--- src/rtl/way_select_encoder.sv ---
// Registered hit-vector encoder for the L2 way datapath.
// Turns per-way tag-compare hits into the binary way index that steers the
// way-select multiplexor; on a miss it returns the tree pseudo-LRU victim of
// the addressed set. One output register gives a 1-cycle latency with full
// valid/ready throughput. Every accepted lookup touches the way it returns.
module way_select_encoder #(
  parameter int WAYS = 8,
  parameter int SETS = 16,
  localparam int SW  = (SETS > 1) ? $clog2(SETS) : 1,
  localparam int WW  = $clog2(WAYS)
) (
  input  logic          clock,
  input  logic          reset,
  input  logic          plru_clear,
  input  logic          req_valid,
  output logic          req_ready,
  input  logic [SW-1:0] req_set,
  input  logic [WAYS-1:0] hit_vec,
  output logic          rsp_valid,
  input  logic          rsp_ready,
  output logic [WW-1:0] rsp_way,
  output logic          rsp_hit,
  output logic          rsp_multi_hit
);

  // Tree bits per set, heap ordered: node n lives at bit n-1.
  localparam int PW = WAYS - 1;
  // Node numbers run 1 .. 2*WAYS-1, so one bit more than a way index.
  localparam int NW = WW + 1;

  typedef logic [PW-1:0] plru_t;

  // Walk from the root following each node's pointer; the leaf number minus
  // WAYS is the victim, which is simply the low WW bits of the leaf number.
  function automatic logic [WW-1:0] plru_victim(input plru_t bits);
    logic [NW-1:0] n;
    plru_t         sh;
    n = NW'(1);
    for (int l = 0; l < WW; l++) begin
      sh = bits >> (n - NW'(1));
      n  = {n[NW-2:0], sh[0]};
    end
    return n[WW-1:0];
  endfunction

  // Point every node on the root-to-leaf path away from the touched way.
  function automatic plru_t plru_touch(input plru_t bits, input logic [WW-1:0] way);
    logic [NW-1:0] n;
    logic [NW-1:0] p;
    plru_t         mask;
    plru_t         res;
    res = bits;
    n   = {1'b1, way};
    for (int l = 0; l < WW; l++) begin
      p    = n >> 1;
      mask = PW'(1) << (p - NW'(1));
      // Came from the left child (even n) -> point right, and vice versa.
      res  = n[0] ? (res & ~mask) : (res | mask);
      n    = p;
    end
    return res;
  endfunction

  // Lowest-index set bit wins when several ways report a hit.
  function automatic logic [WW-1:0] lowest_hit(input logic [WAYS-1:0] hv);
    logic [WW-1:0] w;
    w = '0;
    for (int i = WAYS - 1; i >= 0; i--) begin
      if (hv[i]) w = WW'(i);
    end
    return w;
  endfunction

  function automatic logic is_multi_hit(input logic [WAYS-1:0] hv);
    return $countones(hv) > 1;
  endfunction

  plru_t         plru_q [SETS];
  plru_t         plru_d [SETS];
  logic          rsp_valid_q, rsp_valid_d;
  logic [WW-1:0] rsp_way_q, rsp_way_d;
  logic          rsp_hit_q, rsp_hit_d;
  logic          rsp_multi_q, rsp_multi_d;

  logic          accept;
  logic [SW-1:0] set_idx;
  plru_t         cur_bits;
  logic          lookup_hit;
  logic          lookup_multi;
  logic [WW-1:0] lookup_way;

  assign req_ready     = !rsp_valid_q || rsp_ready;
  assign accept        = req_valid && req_ready;
  // A single-set configuration ignores the set index entirely.
  assign set_idx       = (SETS == 1) ? '0 : req_set;

  assign rsp_valid     = rsp_valid_q;
  assign rsp_way       = rsp_way_q;
  assign rsp_hit       = rsp_hit_q;
  assign rsp_multi_hit = rsp_multi_q;

  // Encode the lookup: hit way from the hit vector, else victim of the set.
  always_comb begin
    cur_bits     = plru_q[set_idx];
    lookup_hit   = |hit_vec;
    lookup_multi = lookup_hit && is_multi_hit(hit_vec);
    lookup_way   = lookup_hit ? lowest_hit(hit_vec) : plru_victim(cur_bits);
  end

  // Output register: load on accept, drop valid once consumed, else hold.
  always_comb begin
    rsp_valid_d = rsp_valid_q;
    rsp_way_d   = rsp_way_q;
    rsp_hit_d   = rsp_hit_q;
    rsp_multi_d = rsp_multi_q;
    if (accept) begin
      rsp_valid_d = 1'b1;
      rsp_way_d   = lookup_way;
      rsp_hit_d   = lookup_hit;
      rsp_multi_d = lookup_multi;
    end else if (rsp_ready) begin
      rsp_valid_d = 1'b0;
    end
  end

  // PLRU read-modify-write: clear beats the touch of a coincident accept.
  always_comb begin
    plru_d = plru_q;
    if (plru_clear) begin
      for (int s = 0; s < SETS; s++) plru_d[s] = '0;
    end else if (accept) begin
      plru_d[set_idx] = plru_touch(cur_bits, lookup_way);
    end
  end

  // State registers with asynchronous reset.
  always_ff @(posedge clock or posedge reset) begin
    if (reset) begin
      rsp_valid_q <= 1'b0;
      rsp_way_q   <= '0;
      rsp_hit_q   <= 1'b0;
      rsp_multi_q <= 1'b0;
      for (int s = 0; s < SETS; s++) plru_q[s] <= '0;
    end else begin
      rsp_valid_q <= rsp_valid_d;
      rsp_way_q   <= rsp_way_d;
      rsp_hit_q   <= rsp_hit_d;
      rsp_multi_q <= rsp_multi_d;
      plru_q      <= plru_d;
    end
  end

endmodule

--- config.mk ---
export PLATFORM = sky130hd
export DESIGN_NAME = way_select_encoder
export DESIGN_NICKNAME = d
export VERILOG_FILES = /design/src/rtl/way_select_encoder.sv
export SDC_FILE = /design/constraint.sdc
export NUM_CORES = 1
export LEC_CHECK = 0
export CELL_PAD_IN_SITES_DETAIL_PLACEMENT = 0
export CELL_PAD_IN_SITES_GLOBAL_PLACEMENT = 1
export CORE_MARGIN = 3
export CORE_UTILIZATION = 41
export CTS_CLUSTER_DIAMETER = 60
export DETAILED_ROUTE_END_ITERATION = 10
export HOLD_SLACK_MARGIN = 0.08
export PLACE_DENSITY_LB_ADDON = 0.1
export SLEW_MARGIN = 10
export SYNTH_ARGS = -nofsm -noshare
export SYNTH_HDL_FRONTEND = slang
export SYNTH_SLANG_ARGS = --single-unit
--- constraint.sdc ---
create_clock -name clock -period 11.5 [get_ports clock]
set_input_delay 2.3 -clock clock [delete_from_list [all_inputs] [get_ports clock]]
set_output_delay 2.3 -clock clock [all_outputs]
set_load 0.02 [all_outputs]
# Word level (Yosys, flattened, before mapping)
# Cells that the tools add are included.
# totals
word_cells,75
in_bits,17
ff_bits,118
output_inout_bits,7
# classes
n_mux,22
magnitude_cmp,3
n_bitwise,7
addsub,11
n_reduce_logical,8
shift,4
# op_table
op,count
two-way mux 112 bit,2
bitwise mux 112 bit,1
two-way mux 7 bit,5
binary-select mux 7 bit (select 4 bit),1
demux 7 bit (select 4 bit),1
two-way mux 3 bit,9
AND 7 bit,2
NOT 7 bit,2
OR 7 bit,2
"<< shifter 1 x 4 -> 7 bit, first input constant",2
>> shifter 7 x 4 -> 1 bit,2
adder 1 x 1 -> 2 bit,4
OR reduction 8 bit,1
"subtractor 3 x 1 -> 4 bit, second input constant",2
adder 2 x 2 -> 3 bit,2
"subtractor 2 x 1 -> 3 bit, second input constant",2
">= comparator 5 bit, second input constant",1
"less-than comparator 5 x 1 -> 1 bit, second input constant",1
NOT 4 -> 5 bit,1
adder 3 x 3 -> 4 bit,1
"> comparator 4 x 1 -> 1 bit, second input constant",1
nonzero test 2 bit,2
logical AND 1 bit,3
two-way mux 1 bit,3
2 further kinds,2

# Depth between registers and ports, before layout
# Gate-level depths: netlist of the first run.
# depth
depth_word,19
mapped_depth,13
ltp_nobuf,13

# Worst setup path before layout of the first run
# Ideal clock, no wire load.
# synth_timing
kind,input to register
startpoint,input hit_vec[0]
endpoint,"register rsp_multi_q, in the netlist rsp_multi_hit"
t_arrival_ps,4757
setup_slack_ps,6625
path_stages,13
t_required_ps,11382
path_cell_list,fa_1 -> inv_1 -> fa_1 -> fa_1 -> inv_1 -> ha_1 -> inv_1 -> fa_1 -> inv_1 -> nand3_1 -> o21ai_0 -> a211oi_1 -> a21o_1
# synth_via
elab_chain_cells,5
# synth_rtl
element,line_no,text
from (decl),18,"input logic [WAYS-1:0] hit_vec,"
adder 1 x 1 -> 2 bit (implied by the code),75,return $countones(hv) > 1;
adder 2 x 2 -> 3 bit (implied by the code),75,
adder 3 x 3 -> 4 bit (implied by the code),75,
> comparator 4 x 1 -> 1 bit,75,
logical AND 1 bit (*),106,lookup_multi = lookup_hit && is_multi_hit(hit_vec);
to (signal assigned),148,rsp_multi_q <= rsp_multi_d;
to (decl),83,"logic rsp_multi_q, rsp_multi_d;"
# Mark *: on every way between the ends. The rest lies on a longest branch, timed or not.
# A chain may end at the register's enable or synchronous reset.

# Worst setup path in the final report of the first run
# layout_timing
startpoint,input req_set[1]
endpoint,register plru_q[38] (netlist name)
# layout_via
elab_chain_cells,17
# layout_rtl
element,line_no,text
from (decl),17,"input logic [SW-1:0] req_set,"
NOT 4 -> 5 bit (implied by the code) (*),"104, 132",
"parallel branches: the longest is 13 deep, another holds subtractor 3 x 1 -> 4 bit",--,
bitwise mux 112 bit (*),132,"plru_d[set_idx] = plru_touch(cur_bits, lookup_way);"
two-way mux 112 bit (*),131,end else if (accept) begin
two-way mux 112 bit (*),129,if (plru_clear) begin
to (signal assigned),149,plru_q <= plru_d;
to (decl),78,plru_t plru_q [SETS];
# Every way passes the cells marked *. The select of a mux whose other input is x is not followed.

==> results of run 1 <==
power by group through the flow:
stage,Sequential [mW],Clock (mW),Combinational [mW]
after floorplan,0.434,0,0.0549
after global routing,0.424,0.580,0.0982
after global placement,0.431,0,0.0879
after detailed placement,0.431,0,0.0884
final,0.424,0.549,0.0876
after CTS,0.424,0.558,0.0888
metal layers:
layer,wire length [um],vias up,track usage (%)
met1,7350,2203,29.6
met3,726,28,5.20
li1,-,1987,-
met4,435,0,7.91
met2,7190,125,31.4
met5,0,-,0
critical path, delay by kind of cell:
kind / cells / cell delay (ns)
compound gates: 3 / 0.70
buf+inv: 2 / 0.89
mux: 3 / 1.79
simple gates: 1 / 0.48
layout make-up:
| type | instances | area [sq um] |
|---|---|---|
| clock inverters | 7 | 118 |
| repair buffers | 26 | 248 |
| inverters | 15 | 58.8 |
| flip-flops and latches | 118 | 2950 |
| clock buffers | 24 | 502 |
| fillers | 1235 | 6820 |
| multi-input cells | 386 | 2640 |
| well taps | 176 | 220 |
metrics by stage:
step                utilization [%]  total power, mW  hold WS [ns]
global placement               45.1            0.519         0.454
detailed placement             45.1            0.520         0.465
floorplan                         -            0.489         0.442
CTS                            49.7             1.07         0.477
global route                   49.7             1.10         0.493
finish                         49.7             1.06         0.474
synth_stat cells, types with 2 or more instances:
cell / n / area, sq um
buf_2: 3 / 15.0
a211oi_1: 3 / 22.5
a22oi_1: 15 / 113
fa_1: 4 / 80.1
dfrtp_1: 118 / 2950
ha_1: 4 / 50.1
nand2_1: 139 / 522
buf_1: 3 / 11.3
mux2i_2: 4 / 55.1
and2_1: 3 / 18.8
nor2b_1: 7 / 43.8
inv_1: 15 / 56.3
clkbuf_1: 14 / 52.6
buf_6: 6 / 67.6
o21ai_0: 78 / 390
mux4_1: 7 / 184
nor2_1: 5 / 18.8
nor3_1: 3 / 15.0
mux4_2: 22 / 495
and3_1: 3 / 18.8
o21ai_2: 12 / 105
o21ai_1: 28 / 140
nand2b_1: 4 / 25.0
a211oi_2: 2 / 25.0
mux2_2: 4 / 45.0
nand3_1: 2 / 10.0
a21oi_1: 22 / 110
state kept, by name, indices dropped and copies added (netlist names):
register       cells
plru_q           112
rsp_valid          1
rsp_way            3
rsp_multi_hit      1
rsp_hit            1
final timing paths:
kind,startpoint,endpoint,slack [ns],depth (start not counted)
max in group asynchronous,reset,rsp_valid,7.83,3
worst min-delay path,plru_q[60],plru_q[60],0.47,2
worst max register to register,plru_q[100],plru_q[38],8.00,7
min in group asynchronous,reset,plru_q[24],2.31,2
worst max-delay path,req_set[1],plru_q[38],5.55,9
worst min register to register,plru_q[60],plru_q[60],0.47,2
cells by family (layout without fill, tap and decap cells):
kind of cell | Yosys count | count (layout) | share of synthesized area [%]
DFF | 118 | 118 | 50.9
AOI/OAI and AO/OA | 168 | 168 | 17.1
buffers and inverters | 42 | 72 | 3.84
and+or+nand+nor | 171 | 171 | 12.1
muxes | 39 | 39 | 13.9
adders and majority gates | 8 | 8 | 2.24
==> flow_summary.yaml, run 1 <==
clock_tree:
  clk_pin_slew_ns: 0.05
  htree_levels: 4
  post-cts-setup-buffers: 0
  clock-root-buffer: "clkbuf_16"
  cts-buffers-inserted: 17
  clkSinkCount: 118
  cts_resized: 0
  cts_tree: "built"
  clkLatencyLatePin_ns: 0.41
  clk_path_buf_depth: 2
  cts_hold_buffers: 0
worst_setup_path:
  critPathSlowestCell: "mux2i_2"
  crit_fanout: 35
  start_kind: "input port"
  crit_arrival_ns: 6.18
  worst-setup-path-type: "input port to flip-flop"
  cp.required_ns: 11.73
  crit_chain: "clkdlybuf4s50_1 -> buf_4 -> mux4_2 -> mux2i_1 -> a221oi_1 -> or2_2 -> a211oi_2 -> mux2i_2 -> o21ai_0"
  end_kind: "flip-flop"
  slowest_delay_ns: 1.01
run:
  drv_cap: 0
yosys:
  ys_seq_area_share_pct: 50.9
  synth_seq_cells: 118
  synth-main-ff-cell: "dfrtp_1"
  yosysWarnings: 0
  netlist_area_sq_um: 5810
  synthDistinctLibCells: 43
  avgSynthCellArea_sq_um: 10.6
  syn_nets: 571
  synthArstFlopShare_pct: 100
  synth_edf_count: 0
  synthCells: 546
global_routing:
  overflow: 0
  grt_pass1_vias: 4339
  grt_pass1_wl_mm: 25.0
  antenna_found_initial: 0
  grt_max_degree: 73
  globalRouteTotalUtil_pct: 20.9
final_layout:
  fin_cells: 752
  layout_common_cells: "nand2_1, dfrtp_1, o21ai_0, o21ai_1"
  design_area_sq_um: 6740
  layout_commonest_cell: "nand2_1"
  final_layout_size_suffix_gt1_share_pct: 14.8
  nets: 589
  syn_to_final_growth_pct: 16.0
  antenna_cells: 0
power:
  max-vdd-ir-drop_mv: 0.0996
  power.net_switching_mw: 0.244
  switching_share_pct: 22.9
  p_clk_share_pct: 51.8
  p_int_mw: 0.818
  comb_power_share_pct: 8.3
  p_seq_share_pct: 40.0
  power.density_nw_per_um2: 158
  p_leak_nw: 2.92
timing:
  finalSetupTns_ns: 0
  rsz0062_at_grt: "no"
  post-route-min-period_ns: 5.95
  worstMarginPinSlew_ns: 1.18
  skew_ns: 0.00837
  report.final.slew_viol_count: 0
  fin_ws_ns: 5.55
  period_share_pct: 51.7
  timing.fmax_mhz: 168
  relSlewSlack_pct: 19.8
  setup_viol: 0
  hold_viol: 0
placement:
  pre_cts_ws_ns: 5.18
  place_area_sq_um: 6120
  dp_cells: 721
  hpwlAfterDp_mm: 10.3
  io_buffers: 23
  globalplace.congestion: 0.844
floorplanning:
  fp.dieH_um: 125
  rows: 42
  dieWidth_um: 125
  ioPinCount: 24
  die-area_sq_um: 15600
  initial_core_util_pct: 42.8
  coreArea_sq_um: 13600
drt:
  wl_per_cell_um: 20.9
  viasPerCell: 5.78
  drc: 0
  drt_iter0_markers: 269
  vias: 4343
  first_pass_iters: 4
  postRouteAntennaNets: 0
  routed_wl_mm: 15.7
status:
  status: "finished, final reports clean"
worst_hold_path:
  hold_class: "flip-flop to flip-flop"
Power figures use the tool's default switching activity.
==> inputs of run 2 (changes only) <==
Clock period 11.5 ns to 5.5 ns, I/O delays scaled along.
==> run 2 against run 1 <==
Effect of this change:
- register-to-register slack got worse by 5.9 ns
- non-clock buffer count increased by 10
- first-iteration DRC count increased by 25%
- via count increased by 0.90%
- global-route usage increased by 0.79 points
- sequential cell count unchanged
- worst hold slack got worse by 0.0033 ns
- core utilization increased by 0.33 points
- final area increased by 0.67%
- sequential power increased by 110%
- sequential share of layout area decreased by 0.29 points
- critical path type unchanged
- largest cell class unchanged
- largest power group unchanged
==> flow_summary.yaml, run 2 (same netlist as run 1, synthesis figures left out) <==
status:
  status: "finished, final reports clean"
global_routing:
  globalRouteTotalUtil_pct: 21.7
  grt_pass1_vias: 4315
  overflow: 0
  grt_max_degree: 85
  antenna_found_initial: 0
  grt_pass1_wl_mm: 25.7
worst_hold_path:
  hold_start: "plru_q[61]"
  hold_class: "flip-flop to flip-flop"
clock_tree:
  post-cts-setup-buffers: 0
  clkLatencyLatePin_ns: 0.42
  cts_tree: "built"
  cts-buffers-inserted: 17
  clock-root-buffer: "clkbuf_16"
  clk_pin_slew_ns: 0.05
  cts_resized: 0
  cts_hold_buffers: 0
  clkSinkCount: 118
  htree_levels: 4
  clk_path_buf_depth: 2
worst_setup_path:
  worst-setup-path-type: "input port to flip-flop"
  rr_startpoint: "plru_q[8]"
  crit_arrival_ns: 4.95
  cp_common_cell: "a22oi_1"
  start_kind: "input port"
  critPathLaunch: "req_set[1]"
  crit_chain: "clkdlybuf4s50_1 -> buf_12 -> mux4_2 -> a22oi_1 -> nand2_1 -> mux2_2 -> a22oi_1 -> mux2i_2 -> o21ai_0"
  crit_fanout: 20
  slowest_delay_ns: 0.98
  critPathSlowestCell: "mux2i_2"
  cp.required_ns: 5.74
  end_kind: "flip-flop"
timing:
  timing.fmax_mhz: 212
  period_share_pct: 85.6
  finalSetupTns_ns: 0
  rsz0062_at_grt: "no"
  hold_viol: 0
  skew_ns: 0.00797
  post-route-min-period_ns: 4.71
  relSlewSlack_pct: 23.0
  worstMarginPinSlew_ns: 1.13
  report.final.slew_viol_count: 0
  fin_ws_ns: 0.790
  setup_viol: 0
floorplanning:
  ioPinCount: 24
  initial_core_util_pct: 42.8
  dieWidth_um: 125
  die-area_sq_um: 15600
  coreArea_sq_um: 13600
  rows: 42
  fp.dieH_um: 125
final_layout:
  fillers: 1264
  layout_commonest_cell: "nand2_1"
  multiInputGateArea_sq_um: 2630
  antenna_cells: 0
  final_layout_size_suffix_gt1_share_pct: 15.4
  layout_common_cells: "nand2_1, dfrtp_1, o21ai_0, o21ai_1"
  syn_to_final_growth_pct: 16.8
  largest_reg_flops: 112
  regArea_sq_um: 2950
  nets: 599
  top_register: "plru_q"
power:
  p_int_mw: 1.66
  max-vdd-ir-drop_mv: 0.188
  power.density_nw_per_um2: 318
  p_clk_share_pct: 50.1
  p_seq_share_pct: 41.1
  power.net_switching_mw: 0.498
  switching_share_pct: 23.1
  comb_power_share_pct: 8.8
  p_leak_nw: 2.96
drt:
  drt_iter0_markers: 337
  postRouteAntennaNets: 0
  drc: 0
  viasPerCell: 5.77
  first_pass_iters: 5
  routed_wl_mm: 16.3
  vias: 4382
  wl_per_cell_um: 21.5
placement:
  io_buffers: 23
  globalplace.congestion: 0.888
  pre_cts_ws_ns: 0.453
  hpwlAfterDp_mm: 10.9
run:
  drv_cap: 0
==> run 2: cell types whose count changed in the layout (fill, tap and decap cells not counted) <==
cell / previous run / this run
a21oi_1: 20 / 22
a21oi_2: 2 / 0
clkinv_4: 2 / 0
buf_4: 3 / 11
bufinv_16: 3 / 2
buf_12: 0 / 2
==> run 2: area by class of cell <==
cell class,count,area share [%]
sequential,118,43.5
clock inverter,4,1.03
clock buffer,24,7.40
timing repair buffer,36,5.13
tap,176,3.25
multi-input combinational,386,38.8
inverter,15,0.867
==> run 2: critical path: cells and delay by family <==
kind / cells / cell delay [ns]
buffers and inverters: 2 / 1.16
muxes: 3 / 1.65
and+or+nand+nor: 1 / 0.17
AOI/OAI and AO/OA: 3 / 0.84
==> run 2: metal layers <==
layer  up-vias  wire [um]  GRT usage (%)
li1       1994          -              -
met1      2252       7240           29.0
met2       108       7990           35.1
met3        28        705           5.29
met4         0        401           7.14
met5         -          0              0
==> run 2: path summary, 6_finish.rpt <==
kind	end	slack [ns]	cells past startpoint
max	plru_q[111]	0.79	9
max reg2reg	plru_q[111]	2.10	7
min in group asynchronous	plru_q[8]	1.29	2
min reg2reg	plru_q[61]	0.47	2
min	plru_q[61]	0.47	2
max in group asynchronous	plru_q[94]	3.12	3
==> run 2: metrics by stage <==
| stage | cells | hold slack (ns) | cell area, sq um | power [mW] | utilization [%] |
|---|---|---|---|---|---|
| 3_3_place_gp | 731 | 0.455 | 6210 | 1.09 | 45.8 |
| 4_1_cts | 759 | 0.472 | 6780 | 2.17 | 50.0 |
| 2_1_floorplan | 546 | 0.442 | 5810 | 1.02 | - |
| 6_report | 759 | 0.471 | 6780 | 2.16 | 50.0 |
| 5_1_grt | 759 | 0.494 | 6780 | 2.23 | 50.0 |
| 3_5_place_dp | 731 | 0.461 | 6210 | 1.09 | 45.8 |
==> run 2: power by group through the flow <==
| stage | clock [mW] | sequential, mW | combinational, mW |
|---|---|---|---|
| global route | 1.13 | 0.888 | 0.212 |
| global placement | 0 | 0.901 | 0.190 |
| detailed placement | 0 | 0.902 | 0.193 |
| CTS | 1.09 | 0.888 | 0.194 |
| finish | 1.08 | 0.888 | 0.190 |
| floorplan | 0 | 0.907 | 0.115 |
